[src/rtl/comparator_stream.sv]
// ============================================================================
// Module   : comparator_stream
// Brief    : Streaming signed/unsigned magnitude comparator with a sticky
//            trip alarm on consecutive A > B results. Define
//            COMPARATOR_MINMAX_EN to add running min/max tracking of A.
// Revision : 1.0 - initial release
// ============================================================================
`default_nettype none

module comparator_stream #(
  parameter int DATA_WIDTH = 8,
  parameter int TRIP_COUNT = 4
) (
  input  logic                              i_clk,
  input  logic                              i_rst_n,
  input  logic                              i_valid,
  output logic                              o_ready,
  input  logic [DATA_WIDTH-1:0]             i_a,
  input  logic [DATA_WIDTH-1:0]             i_b,
  input  logic                              i_signed,
  output logic                              o_valid,
  input  logic                              i_ready,
  output logic                              o_gt,
  output logic                              o_lt,
  output logic                              o_eq,
  output logic                              o_trip,
  output logic [$clog2(TRIP_COUNT+1)-1:0]   o_trip_cnt,
`ifdef COMPARATOR_MINMAX_EN
  output logic [DATA_WIDTH-1:0]             o_min,
  output logic [DATA_WIDTH-1:0]             o_max,
`endif
  input  logic                              i_clear
);

  localparam int c_cnt_w = $clog2(TRIP_COUNT+1);
  localparam logic [c_cnt_w-1:0] c_trip = c_cnt_w'(TRIP_COUNT);
  localparam logic [c_cnt_w-1:0] c_one  = c_cnt_w'(1);

  typedef enum logic [1:0] {
    IDLE    = 2'd0,
    COUNT   = 2'd1,
    TRIPPED = 2'd2
  } state_t;

  state_t               r_state, w_state_nxt;
  logic [c_cnt_w-1:0]   r_cnt, w_cnt_nxt;
  logic                 r_valid, r_gt, r_lt, r_eq;
  logic                 w_accept, w_gt, w_eq;

  assign o_ready  = ~r_valid | i_ready;
  assign w_accept = i_valid & o_ready;
  assign w_eq     = (i_a == i_b);
  assign w_gt     = i_signed ? ($signed(i_a) > $signed(i_b)) : (i_a > i_b);

  always_ff @(posedge i_clk or negedge i_rst_n) begin
    if (!i_rst_n) begin
      r_valid <= 1'b0;
      r_gt    <= 1'b0;
      r_lt    <= 1'b0;
      r_eq    <= 1'b0;
    end else if (w_accept) begin
      r_valid <= 1'b1;
      r_gt    <= w_gt;
      r_lt    <= ~w_gt & ~w_eq;
      r_eq    <= w_eq;
    end else if (i_ready) begin
      r_valid <= 1'b0;
    end
  end

  always_ff @(posedge i_clk or negedge i_rst_n) begin
    if (!i_rst_n) begin
      r_state <= IDLE;
      r_cnt   <= '0;
    end else begin
      r_state <= w_state_nxt;
      r_cnt   <= w_cnt_nxt;
    end
  end

  // Clear overrides an accept in the same cycle: that sample is not counted.
  always_comb begin
    w_state_nxt = r_state;
    w_cnt_nxt   = r_cnt;
    if (i_clear) begin
      w_state_nxt = IDLE;
      w_cnt_nxt   = '0;
    end else if (w_accept) begin
      case (r_state)
        IDLE: begin
          if (w_gt) begin
            w_cnt_nxt   = c_one;
            w_state_nxt = (c_one == c_trip) ? TRIPPED : COUNT;
          end
        end
        COUNT: begin
          if (w_gt) begin
            w_cnt_nxt = r_cnt + c_one;
            if (r_cnt + c_one == c_trip) w_state_nxt = TRIPPED;
          end else begin
            w_cnt_nxt   = '0;
            w_state_nxt = IDLE;
          end
        end
        default: begin
          w_state_nxt = r_state;
          w_cnt_nxt   = r_cnt;
        end
      endcase
    end
  end

  assign o_valid    = r_valid;
  assign o_gt       = r_gt;
  assign o_lt       = r_lt;
  assign o_eq       = r_eq;
  assign o_trip     = (r_state == TRIPPED);
  assign o_trip_cnt = r_cnt;

`ifdef COMPARATOR_MINMAX_EN
  logic                  r_first;
  logic [DATA_WIDTH-1:0] r_min, r_max;
  logic                  w_below_min, w_above_max;

  assign w_below_min = i_signed ? ($signed(i_a) < $signed(r_min)) : (i_a < r_min);
  assign w_above_max = i_signed ? ($signed(i_a) > $signed(r_max)) : (i_a > r_max);

  always_ff @(posedge i_clk or negedge i_rst_n) begin
    if (!i_rst_n) begin
      r_first <= 1'b1;
      r_min   <= '0;
      r_max   <= '0;
    end else if (i_clear) begin
      r_first <= 1'b1;
    end else if (w_accept) begin
      r_first <= 1'b0;
      if (r_first || w_below_min) r_min <= i_a;
      if (r_first || w_above_max) r_max <= i_a;
    end
  end

  assign o_min = r_min;
  assign o_max = r_max;
`endif

endmodule

`default_nettype wire

[config.mk]
export PLATFORM = sky130hd
export DESIGN_NAME = comparator_stream
export DESIGN_NICKNAME = d
export VERILOG_FILES = /design/src/rtl/comparator_stream.sv
export SDC_FILE = /design/constraint.sdc
export NUM_CORES = 1
export LEC_CHECK = 0
export ABC_AREA = 1
export CAP_MARGIN = 20
export CORE_MARGIN = 4
export CORE_UTILIZATION = 40
export CTS_CLUSTER_DIAMETER = 150
export DETAILED_ROUTE_END_ITERATION = 8
export PLACE_DENSITY = 0.76
export SYNTH_ARGS = -nofsm -noshare
export SYNTH_HDL_FRONTEND = slang
export SYNTH_SLANG_ARGS = --single-unit
[constraint.sdc]
create_clock -name i_clk -period 1.4 [get_ports i_clk]
set_clock_uncertainty 0.05 [all_clocks]
set_input_delay 0.28 -clock i_clk [delete_from_list [all_inputs] [get_ports i_clk]]
set_output_delay 0.28 -clock i_clk [all_outputs]
set_load 0.1 [all_outputs]
==> key figures <==
Run status
  – Status: finished with violations
  – Failing checks: setup timing

Placed design
  – Placer Congestion: 0.798
  – IO Port Bufs: 30
  – Cells after DPL: 164
  – DP Wirelength: 1780 um

Logic synthesis
  – Syn Area/Cell: 7.06 um2
  – Part of the Yosys area used for sequential elements: 31.0%
  – Post-synth top area share: 31.0%
  – Post-synth top cells: 30 x nand2_1, 20 x inv_1, 10 x ha_1
  – Synth area leader: dfrtp_1
  – Synth Register Bits: 9
  – EDFF count, synth: 0
  – Yosys cell types: 18
  – Synthesized net count: 135
  – Ys async rst share: 100%
  – Most frequent cell after synthesis: nand2_1
  – Synth top area cells: dfrtp_1 31%, ha_1 17%, nand2_1 15%, inv_1 10%, nand3_1 4.8%
  – Post-Syn Area: 727 um2
  – Synth Flop Type: dfrtp_1
  – Syn Inst Count: 103
  – Yosys warns: 0

Critical path
  – Critical Path Start Type: input pin
  – CP required: 1510 ps
  – CP Max Fanout: 7
  – Crit Path Category: input pin to flop
  – Crit path largest cell delay: 190 ps
  – Cell with the largest stage delay on the worst path: ha_4
  – Endpoint class of the critical path: flop
  – WP data arrival: 1610 ps
  – Worst path cell trace: buf_8 -> inv_12 -> ha_4 -> nand2_2 -> nand2_1 -> nand2_1 -> nand2_1 -> nand2_2 -> nand2_2 -> nand2_2 -> nand3_4 -> nand2_2 -> nand2_2 -> nand2_4 -> nand2_2 -> nand2_2 -> nand2_2
  – Most frequent CP cell: nand2_2

Pwr
  – Lkg Pwr: 0.738 nW
  – Clock share of power: 12.8%
  – Combinational Power Share: 63.9%
  – Sequential power share: 23.4%
  – Cell Int Power: 848 uW
  – Pwr Density: 1060 nW/um2
  – Maximum vdd drop: 0.000941 V
  – Switching pwr: 751 uW
  – Net Sw Frac: 47.0%

STA
  – F_max: 663 MHz
  – Post-layout worst setup margin: -107 ps
  – Tcrit/Tclk final: 108%
  – Least-Margin Pin Slew: 452 ps
  – Slew HR: 69.8%
  – Minimum clock period: 1510 ps
  – Setup Viol. Count Final: 5
  – Max-slew violation count: 0
  – Final hold violations: 0
  – Setup_tns: -421 ps
  – Setup repair after global routing missed its margin: true

Global routing
  – First-pass GRT wire length: 3800 um
  – Initial antenna violation count: 0
  – Vias in the first global route: 870
  – GRT Total Usage: 20.0%
  – Largest net degree at the start of global routing: 10
  – Gr ovfl total: 0

Flow run
  – Max-cap violations: 0

Floorplanning
  – CORE AREA: 1730 um2
  – Die footprint: 2560 um2
  – Row cnt: 15
  – Die X: 50.6 um
  – Ports: 31
  – Starting Density: 42.1%
  – Die height: 50.6 um

Min path
  – Worst min path class: input pin to asynchronous set/reset pin

Clocking
  – Longest Clk Path Bufs: 2
  – CTS sink cnt: 9
  – H-tree level count: 1
  – Clock-pin slew on the worst setup and hold paths: 70 ps
  – CTS tree: yes
  – Clock latency on the worst-skew pair: 260 ps
  – CTS Buf Count: 3
  – Clock Tree Root: clkbuf_4

Layout
  – Post-Layout Cell Count: 174
  – Storage cell area: 238 um2
  – Filler cells: 93
  – # diodes: 0
  – Layout net count: 182
  – Share of cells above drive strength 1: 66.4%
  – Area of the multi-input gates: 646 um2
  – Area growth, synth to finish: 107%

Routing
  – Post-Route WL: 2330 um
  – Starting DRT DRC Count: 13
  – Via density: 4.80
  – DRC errors left: 0
  – DRT antenna net count: 0
  – Drt first pass iters: 4
  – Vias post-DR: 835
  – Drt wl/cell: 13.4 um
-- layer usage --
metal,up-vias,global-route usage (%),part of all wire (%)
li1,412,-,-
met1,381,21.7,38
met2,34,36.5,53
met3,8,2.97,5.0
met4,0,11.2,3.4
met5,-,0,0
-- final timing paths --
check / from / to / slack [ps] / cells past startpoint
setup / recovery: i_b[1] / r_state[0] / -110 / 17
hold / removal: i_rst_n / o_trip_cnt[0] / 280 / 1
setup reg to reg: o_trip_cnt[1] / r_state[0] / -90 / 9
hold reg to reg: o_eq / o_eq / 510 / 2
max in group asynchronous: i_rst_n / o_valid / 670 / 1
min in group i_clk: i_ready / o_valid / 380 / 4
-- power by group through the flow --
| stage | clock, mW | sequential [mW] | combinational (mW) |
|---|---|---|---|
| after floorplan | 0 | 0.555 | 0.365 |
| after global placement | 0 | 0.374 | 0.889 |
| after detailed placement | 0 | 0.378 | 0.909 |
| after CTS | 0.209 | 0.365 | 0.964 |
| after global routing | 0.225 | 0.380 | 1.09 |
| final | 0.204 | 0.374 | 1.02 |
-- timing repair --
item / in CTS / in global routing
resized for setup: 74 / 30
setup buffers: 6 / 1
setup endpoints to repair: 12 / 11
hold buffers: 0 / 0
pin swaps: 25 / 18
-- cells in the final DEF, fill, tap and decap left out, types with 2 or more instances in the layout --
cell type	n
nand3_1	6
clkbuf_2	4
buf_12	9
clkdlybuf4s50_1	4
inv_1	8
nand2_1	14
dfrtp_4	3
nand2_4	4
buf_4	8
nor2_1	5
a21oi_2	2
nor2_2	2
inv_2	9
nand2_2	15
dfrtp_1	5
ha_4	9
buf_6	9
clkbuf_4	3
buf_2	6
inv_4	5
nor2_4	2
-- state kept, by name (all words and copies together) (netlist names) --
register and count:
r_state 2, o_valid 1, o_trip_cnt 3, o_gt 1, o_lt 1, o_eq 1
-- cell families after synthesis --
logic type | after synthesis | synth area share (%)
flops | 9 | 31.0
fa+ha+maj | 10 | 17.2
buf+inv | 23 | 11.9
compound gates | 7 | 5.68
xor+xnor | 1 | 1.21
simple gates | 53 | 33.0
-- area by class of cell --
type	instances	share of cell area [%]
Sequential cell	9	15.8
Timing Repair Buffer	42	30.2
Multi-Input combinational cell	71	42.8
Clock buffer	4	1.74
Tap cell	25	2.07
Inverter	23	7.39
-- critical path: cells and delay by family --
kind	cells	cell delay [ps]
buffers and inverters	2	150
adders and majority gates	1	190
and+or+nand+nor	14	1010
-- through the flow --
stage | hold WS, ps | utilization [%] | total power, mW | worst slack [ps] | area (um2)
final | 282 | 87.3 | 1.60 | -107 | 1510
after floorplan | -65.6 | - | 0.920 | -127 | 908
after global routing | 285 | 87.3 | 1.69 | -198 | 1510
after global placement | 474 | 80.4 | 1.26 | -842 | 1390
after detailed placement | 486 | 80.4 | 1.29 | -945 | 1390
after CTS | 274 | 83.6 | 1.54 | -123 | 1440
No activity file was read; power rests on OpenSTA's default activity.
